--- src/rtl/bp_fe_fetch_queue_pkg.sv ---
// Shared types for the front-end fetch queue: packet message kinds and parameter lookups.
// No logic; the lookups are elaboration-time constant functions.
// No flow control lives here.
package bp_fe_fetch_queue_pkg;

  // Packet type carried alongside each fetch; anything other than e_fe_fetch is an exception.
  typedef enum logic [1:0] {
    e_fe_fetch              = 2'd0,
    e_fe_itlb_miss          = 2'd1,
    e_fe_instr_page_fault   = 2'd2,
    e_fe_instr_access_fault = 2'd3
  } bp_fe_queue_msg_e;

  // Processor configurations understood by this block.
  typedef enum logic [0:0] {
    e_bp_default_cfg = 1'b0
  } bp_params_e;

  localparam int instr_width_gp = 32;

  function automatic int vaddr_width_f(input bp_params_e cfg);
    int w;
    case (cfg)
      e_bp_default_cfg: w = 39;
      default:          w = 39;
    endcase
    return w;
  endfunction

  function automatic int branch_metadata_fwd_width_f(input bp_params_e cfg);
    int w;
    case (cfg)
      e_bp_default_cfg: w = 36;
      default:          w = 36;
    endcase
    return w;
  endfunction

endpackage

--- src/rtl/bsg_mem_1r1w.sv ---
// One-write one-read register-file storage, no reset on contents.
// Write lands on posedge; read is asynchronous (zero latency from address).
// No backpressure: caller guarantees writes only to free slots.
module bsg_mem_1r1w #(
  parameter int width_p = 8,
  parameter int els_p   = 4,
  localparam int addr_width_lp = $clog2(els_p)
) (
  input  logic                     clk_i,
  input  logic                     w_v_i,
  input  logic [addr_width_lp-1:0] w_addr_i,
  input  logic [width_p-1:0]       w_data_i,
  input  logic [addr_width_lp-1:0] r_addr_i,
  output logic [width_p-1:0]       r_data_o
);

  logic [width_p-1:0] mem_q [els_p];

  // Capture the write data into the addressed slot.
  always_ff @(posedge clk_i) begin
    if (w_v_i) begin
      mem_q[w_addr_i] <= w_data_i;
    end
  end

  assign r_data_o = mem_q[r_addr_i];

endmodule

--- src/rtl/bp_fe_fetch_queue.sv ---
// Fetch packet queue between the front end and the backend, with exception lock.
// Enqueue-to-v_o latency 1 cycle; head fields are read combinationally.
// ready_o drops when full or while an exception packet is held; no full-with-dequeue bypass.
module bp_fe_fetch_queue
  import bp_fe_fetch_queue_pkg::*;
#(
  parameter bp_params_e bp_params_p = e_bp_default_cfg,
  parameter int els_p = 4,
  localparam int vaddr_width_p = vaddr_width_f(bp_params_p),
  localparam int branch_metadata_fwd_width_p = branch_metadata_fwd_width_f(bp_params_p),
  localparam int count_width_lp = $clog2(els_p+1)
) (
  input  logic                                   clk_i,
  input  logic                                   reset_i,
  input  logic                                   clear_i,
  input  logic                                   v_i,
  output logic                                   ready_o,
  input  logic [vaddr_width_p-1:0]               pc_i,
  input  logic [instr_width_gp-1:0]              instr_i,
  input  logic [branch_metadata_fwd_width_p-1:0] br_metadata_fwd_i,
  input  bp_fe_queue_msg_e                       msg_i,
  output logic                                   v_o,
  output logic [vaddr_width_p-1:0]               pc_o,
  output logic [instr_width_gp-1:0]              instr_o,
  output logic [branch_metadata_fwd_width_p-1:0] br_metadata_fwd_o,
  output bp_fe_queue_msg_e                       msg_o,
  input  logic                                   yumi_i,
  output logic [count_width_lp-1:0]              count_o,
  output logic                                   locked_o
);

  localparam int addr_width_lp  = $clog2(els_p);
  localparam int ptr_width_lp   = addr_width_lp + 1;
  localparam int entry_width_lp = vaddr_width_p + instr_width_gp + branch_metadata_fwd_width_p + 2;

  localparam logic [0:0] e_normal = 1'b0;
  localparam logic [0:0] e_locked = 1'b1;

  typedef struct packed {
    logic [vaddr_width_p-1:0]               pc;
    logic [instr_width_gp-1:0]              instr;
    logic [branch_metadata_fwd_width_p-1:0] br_metadata_fwd;
    bp_fe_queue_msg_e                       msg;
  } entry_s;

  // Pointers carry one extra MSB so equal low bits with differing MSB means full.
  logic [ptr_width_lp-1:0] rptr_q, rptr_d;
  logic [ptr_width_lp-1:0] wptr_q, wptr_d;
  logic [0:0]              state_q, state_d;

  logic   empty, full, locked;
  logic   enq, deq;
  entry_s wr_entry, rd_entry;
  logic [entry_width_lp-1:0] rd_data;

  assign empty  = (rptr_q == wptr_q);
  assign full   = (rptr_q[addr_width_lp-1:0] == wptr_q[addr_width_lp-1:0])
                & (rptr_q[addr_width_lp] != wptr_q[addr_width_lp]);
  assign locked = (state_q == e_locked);

  assign ready_o  = ~full & ~locked;
  assign v_o      = ~empty;
  assign locked_o = locked;
  assign count_o  = count_width_lp'(wptr_q - rptr_q);

  // A flush wins over both handshakes, so neither side sees a transfer that cycle.
  assign enq = v_i & ready_o & ~clear_i;
  assign deq = yumi_i & v_o & ~clear_i;

  assign wr_entry.pc              = pc_i;
  assign wr_entry.instr           = instr_i;
  assign wr_entry.br_metadata_fwd = br_metadata_fwd_i;
  assign wr_entry.msg             = msg_i;

  bsg_mem_1r1w #(
    .width_p (entry_width_lp),
    .els_p   (els_p)
  ) mem (
    .clk_i    (clk_i),
    .w_v_i    (enq),
    .w_addr_i (wptr_q[addr_width_lp-1:0]),
    .w_data_i (wr_entry),
    .r_addr_i (rptr_q[addr_width_lp-1:0]),
    .r_data_o (rd_data)
  );

  assign rd_entry          = entry_s'(rd_data);
  assign pc_o              = rd_entry.pc;
  assign instr_o           = rd_entry.instr;
  assign br_metadata_fwd_o = rd_entry.br_metadata_fwd;
  assign msg_o             = rd_entry.msg;

  // Next pointers and lock state: flush collapses the queue, an accepted exception locks it.
  always_comb begin
    rptr_d  = rptr_q;
    wptr_d  = wptr_q;
    state_d = state_q;
    if (clear_i) begin
      rptr_d  = wptr_q;
      state_d = e_normal;
    end else begin
      if (enq) begin
        wptr_d = wptr_q + ptr_width_lp'(1);
      end
      if (deq) begin
        rptr_d = rptr_q + ptr_width_lp'(1);
      end
      if (enq && (msg_i != e_fe_fetch)) begin
        state_d = e_locked;
      end
    end
  end

  // Register pointers and lock state; reset overrides a concurrent flush.
  always_ff @(posedge clk_i) begin
    if (reset_i) begin
      rptr_q  <= '0;
      wptr_q  <= '0;
      state_q <= e_normal;
    end else begin
      rptr_q  <= rptr_d;
      wptr_q  <= wptr_d;
      state_q <= state_d;
    end
  end

  // The backend must only consume when a head entry is presented.
  yumi_without_valid: assert property (@(posedge clk_i) disable iff (reset_i) yumi_i |-> v_o);

endmodule

--- config.mk ---
export PLATFORM = sky130hd
export DESIGN_NAME = bp_fe_fetch_queue
export DESIGN_NICKNAME = d
export VERILOG_FILES = /design/src/rtl/bp_fe_fetch_queue_pkg.sv /design/src/rtl/bsg_mem_1r1w.sv /design/src/rtl/bp_fe_fetch_queue.sv
export SDC_FILE = /design/constraint.sdc
export NUM_CORES = 1
export LEC_CHECK = 0
export BUFFER_PORTS_ARGS = -buffer_cell sky130_fd_sc_hd__buf_2
export CAP_MARGIN = 20
export CORE_MARGIN = 4
export CORE_UTILIZATION = 40
export CTS_CLUSTER_SIZE = 10
export DETAILED_ROUTE_END_ITERATION = 10
export PLACE_DENSITY = 0.68
export SLEW_MARGIN = 15
export SYNTH_ARGS = -nofsm -noshare
export SYNTH_HDL_FRONTEND = slang
export SYNTH_SLANG_ARGS = --single-unit
export TNS_END_PERCENT = 50
--- constraint.sdc ---
create_clock -name clk_i -period 8.4 [get_ports clk_i]
set_input_delay 1.68 -clock clk_i [delete_from_list [all_inputs] [get_ports clk_i]]
set_output_delay 1.68 -clock clk_i [all_outputs]
set_load 0.1 [all_outputs]
Yosys cells after proc, flatten, opt, wreduce, memory -nomap -nowiden
Memory sizes are Yosys's and may differ from the RTL's. A register that Yosys moved wholly into a read port is not among the register bits.
Cells that the tools add are included.

operators by class
  bitwise gates (word level) = 10
  add/subtract/negate cells = 3
  multiplexer cells = 6
  reductions and logical operators = 5
  equal/unequal tests = 3

operators with widths
  operator                                      number
  adder 3 x 1 -> 3 bit (second input constant)  2
  AND 1 bit                                     6
  two-way mux 3 bit                             2
  two-way mux 2 bit                             2
  NOT 1 bit                                     4
  nonzero test 2 bit                            2
  equality test 3 bit                           1
  subtractor 3 bit                              1
  equality test 2 bit                           1
  two-way mux 1 bit                             2
  AND reduction 2 bit                           1
  OR reduction 2 bit                            1
  logical AND 1 bit                             1
  inequality test 1 bit                         1

storage, ports and cells
  memories = 1
  output and inout bits = 115
  bits in writable memories = 436
  word-level logic and storage cells = 31
  bits of input ports = 114
  register bits after elaboration = 7

memory list
  memory     words  width  read ports  clocked after memory_dff  write ports  RTL line            source
  mem.mem_q  4      109    1           1                         1            bsg_mem_1r1w.sv:17  logic [width_p-1:0] mem_q [els_p];

Logic depth before layout (Yosys ltp)
  word-level depth = 8
  depth in mapped cells = 5
  depth with buffers taken out = 5

Hierarchy
Synthesis repeated with hierarchy kept, for this count alone.

unflattened totals
  cell total of the unflattened synthesis = 635
  area total of the unflattened synthesis = 16240.6 um^2

by module, submodules not included
  module             sequential area each (um^2)  times used  cells each  area an instance (um^2)
  bsg_mem_1r1w       13092.6                      1           573         15710.1
  bp_fe_fetch_queue  140.1                        1           62          530.5

Worst setup path before layout
Ideal clock, no wire load.

  path kind = input to register
  from = in clear_i
  to = reg wptr_q[2]
  setup time = 0.085 ns
  path slack = 0.329 ns
  data required time = 8.315 ns
  cell stages on the path = 3
  buffers on the path = 0
  data arrival time = 7.985 ns
  path through = nand4bb_1 a21oi_1 mux2_2

on the way
  longest elaborated chain between the ends = 3

RTL lines
  element                            RTL line                  source
  start, declared                    bp_fe_fetch_queue.sv:15   input logic clear_i,
  NOT 1 bit (no line) (*)            --
  AND 1 bit                          bp_fe_fetch_queue.sv:67   assign enq = v_i & ready_o & ~clear_i;
  AND reduction 2 bit (no line) (*)  --
  end signal, assigned               bp_fe_fetch_queue.sv:122  wptr_q <= wptr_d;
  end, declared                      bp_fe_fetch_queue.sv:48   logic [ptr_width_lp-1:0] wptr_q, wptr_d;

Every way passes the cells marked *; elsewhere a longest branch is shown, timed or not.
A chain may end at the register's enable or synchronous reset.

==> results.toml <==
[synth]
synthTopCellsByArea = "edfxtp_1 80%, mux4_2 15%, dfxtp_1 1.1%"
synth_compound_area_frac = 0.00668
synth_cell_type_count = 35
synth-xor-area-share = 0.00154
synth_flop_cell = "edfxtp_1"
syn-num-nets = 760
ys_seq_area_frac = 0.815
synth_top_family_by_area = "multiplexers"
synthArstFlopShare = 0
syn-mean-instance-area_um2 = 25.5
synth_top_area_frac = 0.804
yosys.area_share.simple = 0.00830
syn_inst = 638
ys_warn_count = 0
synth_area_um2 = 16300
synth_edf_count = 436
ys_seq_elements = 445
synth.area.mux_share = 0.153
synth-adder-area-share = 0.00661
yosysTopAreaCell = "edfxtp_1"

[power_and_ir_drop]
combPwrFrac = 0.172
power.internal_mw = 3.82
p_leak_nw = 6.47
clkPwrFrac = 0.357
p_seq_frac = 0.471
power_switching_mw = 1.52
ir_worst_vdd_v = 0.000183
total_power_mw = 5.35
p_per_area_nw_per_um2 = 274
p_sw_frac = 0.285

[routing]
route.detailed.drc = 0
drtAntennaViolNets = 0
vias_per_cell = 5.08
wl_mm = 31.5
dr.pass1.iters = 5
avgRoutedWirePerCell_um = 21.7
drtIter0Drc = 488
vias = 7368

[grt]
grt_pass1_wl_mm = 48.5
grt_use_total = 0.144
grt_overflow = 0
grt_max_degree = 80
grt_pass1_vias = 8072
antenna_found_initial = 9

[sta]
fin_crit_sh = 0.552
drv_slew = 0
timing.final.setup_violations = 0
setup_tns_ns = 0
clock_skew_ns = 0.0110
fmax_mhz = 216
tightest_slew_ns = 1.03
fin_crit_ns = 4.64
hold_violations = 0
rsz0062_at_grt = "no"
slew_headroom = 0.312

[clocking]
cts_setup_buffers = 0
cts_num_sinks = 445
ctsResizeCount = 0
cts_buffers = 50
hold_buffers = 0
cts_max_path_buffers = 3
insertion_delay_ns = 0.56
cts_root_buf = "clkbuf_16"
cts.htree.levels = 2
path_clk_slew_ns = 0.05
cts_tree = "yes"

[die]
rows = 73
die_area_um2 = 44000
fp.dieH_um = 210
io_pins = 229
die_w_um = 210
start_util = 0.407
core_area_um2 = 40000

[critical_path]
path_cells = "buf_12 > mux4_2 > buf_2"
setup.worst_path.end_class = "output port"
crit_slowest_cell = "dfxtp_4"
crit_fanout = 79
start_kind = "register"
path_class = "register to output port"
cp.required_ns = 6.72
critical_path_buf_inv_count = 2
critPathMaxStageDelay_ns = 0.77
crit_family = "buffers and inverters"
crit_arrival_ns = 2.96

[final_layout]
register_area_um2 = 13300
n_fill_cell = 3234
multi_input_area_um2 = 2880
syn2layout_area_growth_pct = 19.8
layout-drive-gt1-share = 0.444
nets = 1023

[flow_run]
maxCapViolCount = 0

[placed_design]
portBuffers = 228
gp_congestion = 0.760
place_hpwl_mm = 18.7

[outcome]
status = "finished clean"

[hold_path]
hold_class = "register to register"
-- metrics by stage --
stage               utilization  cells  cell area, µm²  hold slack (ns)  worst slack (ns)
floorplan                     -    638           16300            0.492             0.329
global placement          0.452   1373           18100            0.548              3.92
detailed placement        0.452   1373           18100            0.545              3.89
CTS                       0.487   1448           19500            0.555              3.44
global route              0.488   1449           19500            0.603              3.48
finish                    0.488   1451           19500            0.557              3.76
-- cell type report --
type	instances	area share
clock buffers	75	0.0727
diodes	2	0.000256
well taps	525	0.0337
flip-flops and latches	445	0.681
multi-input cells	159	0.148
inverters	8	0.00154
repair buffers	237	0.0636
-- cells in the mapped netlist, drive strengths merged (2+ instances only) --
| cell type | instances |
|---|---|
| edfxtp | 436 |
| mux4 | 109 |
| buf | 14 |
| clkbuf | 12 |
| dfxtp | 9 |
| inv | 8 |
| ha | 7 |
| and2 | 5 |
| nor2 | 5 |
| nand2 | 4 |
| a31oi | 3 |
| o21ai | 3 |
| a21oi | 2 |
| mux2 | 2 |
| or4 | 2 |
| xor2 | 2 |
-- tightest hold or removal path, stage by stage (launching register included) --
cell,delay (ns)
dfxtp_1,0.35
nand4_1,0.09
a31oi_1,0.06
-- cells in the final DEF (no fill, tap or decap), types with 5 or more instances in the layout --
master,Yosys,layout
buf_2,11,228
buf_4,3,7
clkbuf_1,12,21
clkbuf_16,0,53
dfxtp_1,9,7
edfxtp_1,436,436
ha_1,7,7
inv_1,8,8
mux4_2,109,109
nor2_1,5,5
-- worst paths after layout --
path,start,end,slack (ns),cells past startpoint
worst min register to register,wptr_q[2],rptr_q[2],0.56,2
worst min-delay path,wptr_q[2],rptr_q[2],0.56,2
worst max-delay path,register,instr_o[1],3.76,3
worst max register to register,wptr_q[0],mem.mem_q[0][24],4.73,6
-- sequential cells by signal, indices dropped and copies added, names as in the netlist, named ones only --
register,flops
rptr_q,3
mem.mem_q,436
wptr_q,3
locked_o,1
-- metal layers --
layer,track usage,part of all wire,vias to the layer above
li1,-,-,3263
met1,0.198,0.43,3774
met2,0.223,0.47,253
met3,0.0504,0.077,64
met4,0.0376,0.020,14
met5,0,0.0029,-
-- cells by family (layout without fill, tap and decap cells) --
logic type	Yosys count	after routing
simple gates	24	24
flops	445	445
compound gates	13	13
buf+inv	34	320
other cells	0	2
xor+xnor	2	2
mux	112	112
fa+ha+maj	8	8
-- power groups by stage --
stage                     Sequential (mW)  Clock (mW)  Combinational (mW)
after floorplan                      2.55           0               0.771
after global placement               2.57           0               0.916
after detailed placement             2.57           0               0.920
after CTS                            2.53        1.96               0.921
after global routing                 2.52        2.07               0.956
final                                2.52        1.91               0.920
No activity file was read; power rests on OpenSTA's default activity.
